===== src/rtl/vec_alu_pkg.sv =====
// Shared definitions for the packed-SIMD vector ALU: opcodes, lane modes,
// and the helpers that size the dot-product reduction.
package vec_alu_pkg;

    localparam logic [2:0] VSUM = 3'b010;
    localparam logic [2:0] VSUB = 3'b110;
    localparam logic [2:0] VDP  = 3'b001;
    localparam logic [2:0] VDPA = 3'b011;

    typedef enum logic [1:0] {
        LANE_ADD,
        LANE_SUB,
        LANE_PASS
    } lane_mode_e;

    function automatic int clog2(input int n);
        int r;
        r = 0;
        for (int v = n - 1; v > 0; v = v >> 1) begin
            r++;
        end
        return r;
    endfunction

    // Width that holds the sum of all signed lane products without loss.
    function automatic int red_width(input int lanes, input int ew);
        return 2 * ew + clog2(lanes);
    endfunction

endpackage


===== src/rtl/vec_alu_lane.sv =====
// One SIMD lane of the first pipeline stage: registered sign-extended
// add/sub/pass result and the full-width signed product of the operands.
module vec_alu_lane
    import vec_alu_pkg::*;
#(
    parameter int EW = 8
) (
    input  logic            clk,
    input  logic            rst_n,
    input  logic            en,
    input  lane_mode_e      mode,
    input  logic [EW-1:0]   a,
    input  logic [EW-1:0]   b,
    output logic [EW:0]     sum,
    output logic [2*EW-1:0] prod
);

    logic signed [EW:0]     a_ext;
    logic signed [EW:0]     b_ext;
    logic signed [2*EW-1:0] a_wide;
    logic signed [2*EW-1:0] b_wide;

    assign a_ext  = {a[EW-1], a};
    assign b_ext  = {b[EW-1], b};
    assign a_wide = {{EW{a[EW-1]}}, a};
    assign b_wide = {{EW{b[EW-1]}}, b};

    always_ff @(posedge clk or negedge rst_n) begin
        if (!rst_n) begin
            sum  <= '0;
            prod <= '0;
        end else if (en) begin
            case (mode)
                LANE_ADD: sum <= a_ext + b_ext;
                LANE_SUB: sum <= a_ext - b_ext;
                default:  sum <= a_ext;
            endcase
            prod <= a_wide * b_wide;
        end
    end

endmodule


===== src/rtl/vec_alu_pipe.sv =====
// Two-stage packed-SIMD vector ALU with valid/ready on both sides.
// Define VEC_ALU_SATURATE_EN to clamp overflowing VSUM/VSUB lanes instead of wrapping.
module vec_alu_pipe
    import vec_alu_pkg::*;
#(
    parameter  int LANES = 4,
    parameter  int EW    = 8,
    localparam int DW    = LANES * EW
) (
    input  logic             clk_i,
    input  logic             rst_n_i,
    input  logic             in_valid_i,
    output logic             in_ready_o,
    input  logic [2:0]       op_i,
    input  logic             acc_clr_i,
    input  logic [DW-1:0]    v1_i,
    input  logic [DW-1:0]    v2_i,
    output logic             out_valid_o,
    input  logic             out_ready_i,
    output logic [DW-1:0]    v_o,
    output logic [LANES-1:0] over_o
);

    localparam int RW = red_width(LANES, EW);

    logic                 s1_valid;
    logic [2:0]           s1_op;
    logic                 s1_clr;
    logic                 adv2;
    logic                 accept;
    lane_mode_e           lane_mode;
    logic [EW:0]          lane_sum  [LANES];
    logic [2*EW-1:0]      lane_prod [LANES];
    logic signed [RW-1:0] dot;
    logic [DW-1:0]        dot_ext;
    logic [DW-1:0]        acc;
    logic [DW-1:0]        acc_base;
    logic [DW-1:0]        acc_next;
    logic [DW-1:0]        res;
    logic [LANES-1:0]     ovf;

    assign adv2       = !out_valid_o || out_ready_i;
    assign in_ready_o = !s1_valid || adv2;
    assign accept     = in_valid_i && in_ready_o;

    always_comb begin
        lane_mode = LANE_PASS;
        if (op_i == VSUM) begin
            lane_mode = LANE_ADD;
        end else if (op_i == VSUB) begin
            lane_mode = LANE_SUB;
        end
    end

    for (genvar k = 0; k < LANES; k++) begin : g_lane
        vec_alu_lane #(.EW(EW)) u_lane (
            .clk   (clk_i),
            .rst_n (rst_n_i),
            .en    (accept),
            .mode  (lane_mode),
            .a     (v1_i[k*EW +: EW]),
            .b     (v2_i[k*EW +: EW]),
            .sum   (lane_sum[k]),
            .prod  (lane_prod[k])
        );
    end

    always_ff @(posedge clk_i or negedge rst_n_i) begin
        if (!rst_n_i) begin
            s1_valid <= 1'b0;
            s1_op    <= '0;
            s1_clr   <= 1'b0;
        end else if (in_ready_o) begin
            s1_valid <= in_valid_i;
            if (in_valid_i) begin
                s1_op  <= op_i;
                s1_clr <= acc_clr_i;
            end
        end
    end

    // The accumulator is read here, so a VDPA right behind another sees its update.
    always_comb begin
        dot = '0;
        for (int k = 0; k < LANES; k++) begin
            dot = dot + RW'(signed'(lane_prod[k]));
        end
        dot_ext  = DW'(dot);
        acc_base = s1_clr ? '0 : acc;
        acc_next = acc_base;
        res      = '0;
        ovf      = '0;
        case (s1_op)
            VSUM, VSUB: begin
                for (int k = 0; k < LANES; k++) begin
                    ovf[k] = lane_sum[k][EW] ^ lane_sum[k][EW-1];
                    res[k*EW +: EW] = lane_sum[k][EW-1:0];
`ifdef VEC_ALU_SATURATE_EN
                    if (ovf[k]) begin
                        res[k*EW +: EW] = lane_sum[k][EW] ? {1'b1, {(EW-1){1'b0}}}
                                                          : {1'b0, {(EW-1){1'b1}}};
                    end
`endif
                end
            end
            VDP: res = dot_ext;
            VDPA: begin
                acc_next = acc_base + dot_ext;
                res      = acc_next;
            end
            default: begin
                for (int k = 0; k < LANES; k++) begin
                    res[k*EW +: EW] = lane_sum[k][EW-1:0];
                end
            end
        endcase
    end

    always_ff @(posedge clk_i or negedge rst_n_i) begin
        if (!rst_n_i) begin
            out_valid_o <= 1'b0;
            v_o         <= '0;
            over_o      <= '0;
            acc         <= '0;
        end else begin
            if (adv2) begin
                out_valid_o <= s1_valid;
            end
            if (adv2 && s1_valid) begin
                v_o    <= res;
                over_o <= ovf;
                acc    <= acc_next;
            end
        end
    end

endmodule


===== config.mk =====
export PLATFORM = sky130hd
export DESIGN_NAME = vec_alu_pipe
export DESIGN_NICKNAME = d
export VERILOG_FILES = /design/src/rtl/vec_alu_pkg.sv /design/src/rtl/vec_alu_lane.sv /design/src/rtl/vec_alu_pipe.sv
export SDC_FILE = /design/constraint.sdc
export NUM_CORES = 1
export LEC_CHECK = 0
export BUFFER_PORTS_ARGS = -buffer_cell sky130_fd_sc_hd__buf_2
export CAP_MARGIN = 40
export CORE_MARGIN = 4
export CORE_UTILIZATION = 30
export DETAILED_ROUTE_END_ITERATION = 10
export SYNTH_ARGS = -nofsm -noshare
export SYNTH_HDL_FRONTEND = slang
export SYNTH_SLANG_ARGS = --single-unit

===== constraint.sdc =====
create_clock -name clk_i -period 10 [get_ports clk_i]
set_clock_uncertainty 0.2 [all_clocks]
set_input_delay 2 -clock clk_i [delete_from_list [all_inputs] [get_ports clk_i]]
set_output_delay 2 -clock clk_i [all_outputs]
set_load 0.01 [all_outputs]

# Yosys cells after proc, flatten, opt, wreduce, memory -nomap -nowiden
# Index checks and enable logic that the tools add are counted.
# Widths: inputs -> output; s select.
[totals] elab_cells=61 ff_bits=174 input_bits=72 output_inout_bits=38
[classes] bitwise=4 n_reduce_logical=9 muxes=10 n_addsub=12 multipliers=4 n_eq_ne=7
[ops] operator="$pmux 9 s2" count=4
[ops] operator="$mul 8x8->16" count=4
[ops] operator="$mux 32" count=2
[ops] operator="$pmux 32 s2" count=1
[ops] operator="$add 8x8->9" count=4
[ops] operator="$sub 8x8->9" count=4
[ops] operator="$add 32x32->32" count=1
[ops] operator="$add 17x16->18" count=1
[ops] operator="$add 18x16->18" count=1
[ops] operator="$add 16x16->17" count=1
[ops] operator="$eq 3x2->1 const B" count=3
[ops] operator="$eq 3x3->1 const B" count=2
[ops] operator="$mux 2" count=2
[ops] operator="$mux 4" count=1
[ops] operator="$xor 1x1->1" count=4
[ops] operator="$eq 3x1->1 const B" count=1
[ops] operator="$eq 2x1->1 const B" count=1
[ops] operator="$logic_and 1x1->1" count=2
[ops] operator="$logic_not 1->1" count=2
[ops] operator="$logic_not 2->1" count=1
[ops] operator="$logic_or 1x1->1" count=2
[ops] operator="$reduce_and 2->1" count=1
[ops] operator="$reduce_or 2->1" count=1

# Longest topological paths before layout
[depth] ltp_word=5 ltp_mapped=27 mapped_depth_nobuf=27

# By module
# From an unflattened synthesis, not the netlist that was laid out.
[hier_totals] hier_cells=2642 area_unflattened_um2=23537.6
[by_module_without_submodules] mod="vec_alu_lane (g_lane[0].u_lane ...)" seq_area_each_um2=625.6 area_per_inst_um2=4015.1 cells_each=434 n_inst=2
[by_module_without_submodules] mod="vec_alu_pipe" seq_area_each_um2=1851.8 area_per_inst_um2=7568.5 cells_each=909 n_inst=1
[by_module_without_submodules] mod="vec_alu_lane (g_lane[2].u_lane)" seq_area_each_um2=625.6 area_per_inst_um2=3992.6 cells_each=439 n_inst=1
[by_module_without_submodules] mod="vec_alu_lane (g_lane[3].u_lane)" seq_area_each_um2=625.6 area_per_inst_um2=3946.3 cells_each=426 n_inst=1

# Worst setup path before layout
# Ideal clock, no wire load.
[synth_timing] path_type="input -> register" from="in v2_i[20]" to="reg g_lane[2].u_lane.prod[14]" setup_slack_ps=3581 path_stages=20 setup_time_ps=133 arrival_ps=6086 path_buffers=1 t_required_ps=9667 path_cell_list="clkbuf_1 and2_1 fa_1 inv_1 fa_1 fa_1 fa_1 inv_1 ha_1 nor2b_1 o21ai_0 a21boi_0 o21ai_0 a21boi_0 o21ai_0 nand2b_1 a21o_1 a21oi_1 xor2_1 o21ai_0"
[synth_via] elab_chain_cells=1
[synth_rtl] item="from (decl)" line="vec_alu_pipe.sv:17" source="input logic [DW-1:0] v2_i,"
[synth_rtl] item="$mul 8x8->16" line="vec_alu_lane.sv:38" source="prod <= a_wide * b_wide;"
[synth_rtl] item="to (signal assigned)" line="vec_alu_lane.sv:38"
[synth_rtl] item="to (decl)" line="vec_alu_lane.sv:15" source="output logic [2*EW-1:0] prod"
# No other way between the ends.
# A chain may end at the register's enable or synchronous reset.

# Worst setup path after layout
[layout_timing] from="reg g_lane[1].u_lane.prod[1]" to="reg acc[30]"
[layout_via] elab_chain_cells=5
[layout_rtl] item="from (decl)" line="vec_alu_lane.sv:15"
[layout_rtl] item="from (signal assigned)" line="vec_alu_lane.sv:38"
[layout_rtl] item="$add 16x16->17" line="vec_alu_pipe.sv:86" source="dot = dot + RW'(signed'(lane_prod[k]));"
[layout_rtl] item="$add 17x16->18" line="vec_alu_pipe.sv:86"
[layout_rtl] item="$add 18x16->18" line="vec_alu_pipe.sv:86"
[layout_rtl] item="$add 32x32->32" line="vec_alu_pipe.sv:108" source="acc_next = acc_base + dot_ext;"
[layout_rtl] item="$mux 32" line="vec_alu_pipe.sv:93" source="case (s1_op)"
[layout_rtl] item="to (signal assigned)" line="vec_alu_pipe.sv:132" source="acc <= acc_next;"
[layout_rtl] item="to (decl)" line="vec_alu_pipe.sv:36" source="logic [DW-1:0] acc;"
# No other way between the ends.

==> summary by stage <==
Run status
The run finished with clean final reports.

Floorplanning
The number of top-level pins is 110. The die boundary width is 281 um. After floorplanning, the core was divided into 99 placement rows. For this configuration, the core starts out at a cell density of 0.304.

The die is 281 um tall. After floorplanning, the core was sized to cover 0.0735 sq mm. The full die area is 0.0789 sq mm.

Routing
In the routed layout, each cell is associated on average with a via count of 4.75. The routed layout has 16,800 vias. The wire length per cell after detailed routing is 16.3 um.

In this run the remaining antenna-violating nets after routing total 0. The total iterations of the first detailed-routing run is 6. The wire length reported by the detailed router is 57,800 um. The residual DRC count is 0. The detailed router finished its first iteration with 1,141 violations.

Cells and area
The final net count is 3,106. Of the cells placed in the final design, the portion with a size suffix greater than 1 is 0.0801. Fill cells in the final layout number 7,707. Leaving out fill and tap cells, the most frequent cell in the layout is inv_1.

Leaving out fill and tap cells, the most frequent cells in the layout are inv_1 (400), fa_1 (258), nand2_1 (253), ha_1 (206), dfrtp_1 (174). Leaving out filler cells and counting taps, the final layout contains 3,544. The final core utilization is 0.333. From synthesis to final layout, the design area changed by 9.47%.

Placement
In this run the tool buffered the top-level ports with 109 buffer cells. At the end of routability-driven placement, the weighted congestion stood at 0.854. Detailed placement ended at an HPWL of 46,700 um.

After detailed placement, the design holds a cell count of 3,510.

Timing
The final setup violation count is 0. Setup repair after global routing left no endpoint under its margin. The final hold violation count is 0. The worst pin sits at a relative slew slack of 0.417. The transition time at the pin with the least slew margin is 0.874 ns. Subtracting the final worst setup slack from the clock period gives 6.66 ns. The number of slew-limit violations in the final report is 0. The part of the cycle the worst path needs is 0.666. The upper clock frequency limit is 150 MHz. In the final timing run, aggregate negative setup slack is 0 ns.

Worst setup path
The worst-path maximum fanout is 4. The endpoint type of the worst setup path is a flip-flop. Data arrives at the worst endpoint at 6.80 ns. The kind of critical path is flip-flop to flip-flop.

The required time of the critical path is 10.14 ns. The number of buffers and inverters on the critical path is 3. The slowest stage of the critical path belongs to the cell fa_1. The longest individual stage delay on the worst path is 0.51 ns.

The kind of cell with the highest combined delay along the critical path is compound AO/OA/AOI/OAI gates. The category of the worst setup path launch point is a flip-flop.

Logic synthesis
The number of nets produced by synthesis is 3,067. By area, the combinational part of the netlist is dominated by adder cells. After synthesis, the cell types taking the most area are fa_1 (23%), dfrtp_1 (19%), ha_1 (12%). The complex-gate fraction of the synthesized area is 0.135. Of the synthesized area, sequential elements account for 0.195. The number of different library cells used by synthesis comes to 80.

Yosys printed 0 warnings. The XOR/XNOR share of the synthesized area is 0.0696. The mux cell area share after synthesis is 0.0203. For this run, the leading register cell type out of synthesis is dfrtp_1. The simple-gate share of the synthesized area is 0.148. The synthesized flop and latch total is 174.

The average instance area after synthesis is 8.83 sq um. Summing every instance area after synthesis gives 0.0224 sq mm. Of all cell types, the one taking the most synthesized area is fa_1. The area share of the leading cell type in the synthesized netlist is 0.231.

Counting every instance in the synthesized netlist gives 2,531. The share of flip-flops with an asynchronous set or reset is 1.00. The adder-cell share of the synthesized area is 0.347.

The synthesized design contains 0 enable-type register cells.

Global route
The global routing met1 resource utilization is 0.208. The pin count of the biggest net entering global routing is 102. The met2 track demand over resource is 0.247.

The wire length of the first global-routing pass is 93,900 um. The number of antenna violations at the first check in global routing is 5. For this run, global-route usage on met3 was measured as 0.0233. The number of global-route vias before repair is 17,200. In the global route stage, overall resource usage came out at 0.150. The remaining global-route overflow is 0. The busiest layer in global routing is met2.

Clocking
TritonCTS built the clock tree. The count of cells resized by post-cts repair is 0. The root cell of the clock tree is clkbuf_16.

The later pin in the worst-skew pair is clocked with a latency of 0.46 ns. The largest buffer count on any clock path is 2. The number of sinks driven by the clock tree is 174. Buffers inserted to repair hold after CTS numbered 0. The number of buffers inserted by post-CTS setup repair is 0. The total clock buffers created by CTS is 17. The H-tree was split into 4 levels.

The clock-pin transition on the worst setup and hold timing paths is 0.08 ns.

Worst hold path
The path class of the lowest-slack min-delay path is flip-flop to flip-flop.

Run
The tool flagged a number of max-cap violations equal to 0.
## through the flow
step | setup slack, ns | area [sq um] | hold slack [ns]
2_1_floorplan | 3.58 | 22400 | 0.238
3_3_place_gp | 3.26 | 23800 | 0.252
3_5_place_dp | 3.28 | 23900 | 0.257
4_1_cts | 3.40 | 24500 | 0.275
5_1_grt | 2.88 | 24500 | 0.303
6_report | 3.34 | 24500 | 0.269
## flip-flops by register name, summed over array words and instances (netlist names)
signal	count
acc	32
g_lane.u_lane.prod	64
g_lane.u_lane.sum	36
out_valid_o	1
over_o	4
s1_clr	1
s1_op	3
s1_valid	1
v_o	32
## Yosys cell counts, drive strengths merged, types with 4 or more instances
| master | n |
|---|---|
| a31oi | 9 |
| buf | 12 |
| fa | 258 |
| or4 | 5 |
| inv | 402 |
| ha | 206 |
| a21o | 38 |
| mux2 | 27 |
| a221oi | 12 |
| dfrtp | 174 |
| mux2i | 15 |
| nor4 | 7 |
| o21bai | 18 |
| clkbuf | 93 |
| o211ai | 5 |
| nor2 | 133 |
| nor2b | 37 |
| xor2 | 47 |
| a21boi | 9 |
| o21a | 9 |
| nand2b | 40 |
| a21oi | 148 |
| and2 | 147 |
| a221o | 5 |
| xnor2 | 123 |
| o21ai | 151 |
| nand3 | 15 |
| o31ai | 24 |
| a211oi | 9 |
| nand4 | 7 |
| nand2 | 255 |
| and3 | 4 |
| a22oi | 4 |
| a22o | 14 |
| nor3 | 25 |
## area by class of cell
type	instances	area, sq um	share of cell area
multi-input cells	1849	16100	0.658
flip-flops and latches	174	4350	0.178
inverters	403	1510	0.0618
well taps	959	1200	0.0490
repair buffers	125	714	0.0292
clock buffers	18	439	0.0179
clock inverters	14	146	0.00598
diodes	2	5.00	0.000205
## routing by layer
metal,up-vias,part of all wire
li1,8208,-
met1,8253,0.47
met2,295,0.47
met3,56,0.041
met4,6,0.020
met5,-,0.00069
## worst reg2reg max path: cells and delay by family, from the launching register on
| family | cells | cell delay, ns |
|---|---|---|
| AO/OA/AOI/OAI | 14 | 3.04 |
| XOR/XNOR | 2 | 0.48 |
| adder cells (fa/ha/maj) | 5 | 1.99 |
| buffers and inverters | 3 | 0.20 |
| flip-flops | 1 | 0.35 |
| AND/OR/NAND/NOR | 2 | 0.28 |
## worst paths after layout
path	from	to	slack, ns	cells after the start
worst max-delay path	g_lane[1].u_lane.prod[1]	acc[30]	3.34	26
worst min-delay path	acc[10]	acc[10]	0.27	2
worst min register to register	acc[10]	acc[10]	0.27	2
worst max register to register	g_lane[1].u_lane.prod[1]	acc[30]	3.34	26
min in group asynchronous	rst_n_i	v_o[4]	1.17	1
max in group asynchronous	rst_n_i	g_lane[2].u_lane.sum[6]	7.39	2
## cells by family after synthesis
kind of cell | Yosys count
adder cells (fa/ha/maj) | 465
buffers and inverters | 508
AO/OA/AOI/OAI | 482
multiplexers | 42
AND/OR/NAND/NOR | 687
flip-flops | 174
XOR/XNOR | 173
Power is left out: the tool's default activity adds up to more than one toggle a clock period on the data nets, which glitch-free logic cannot reach.
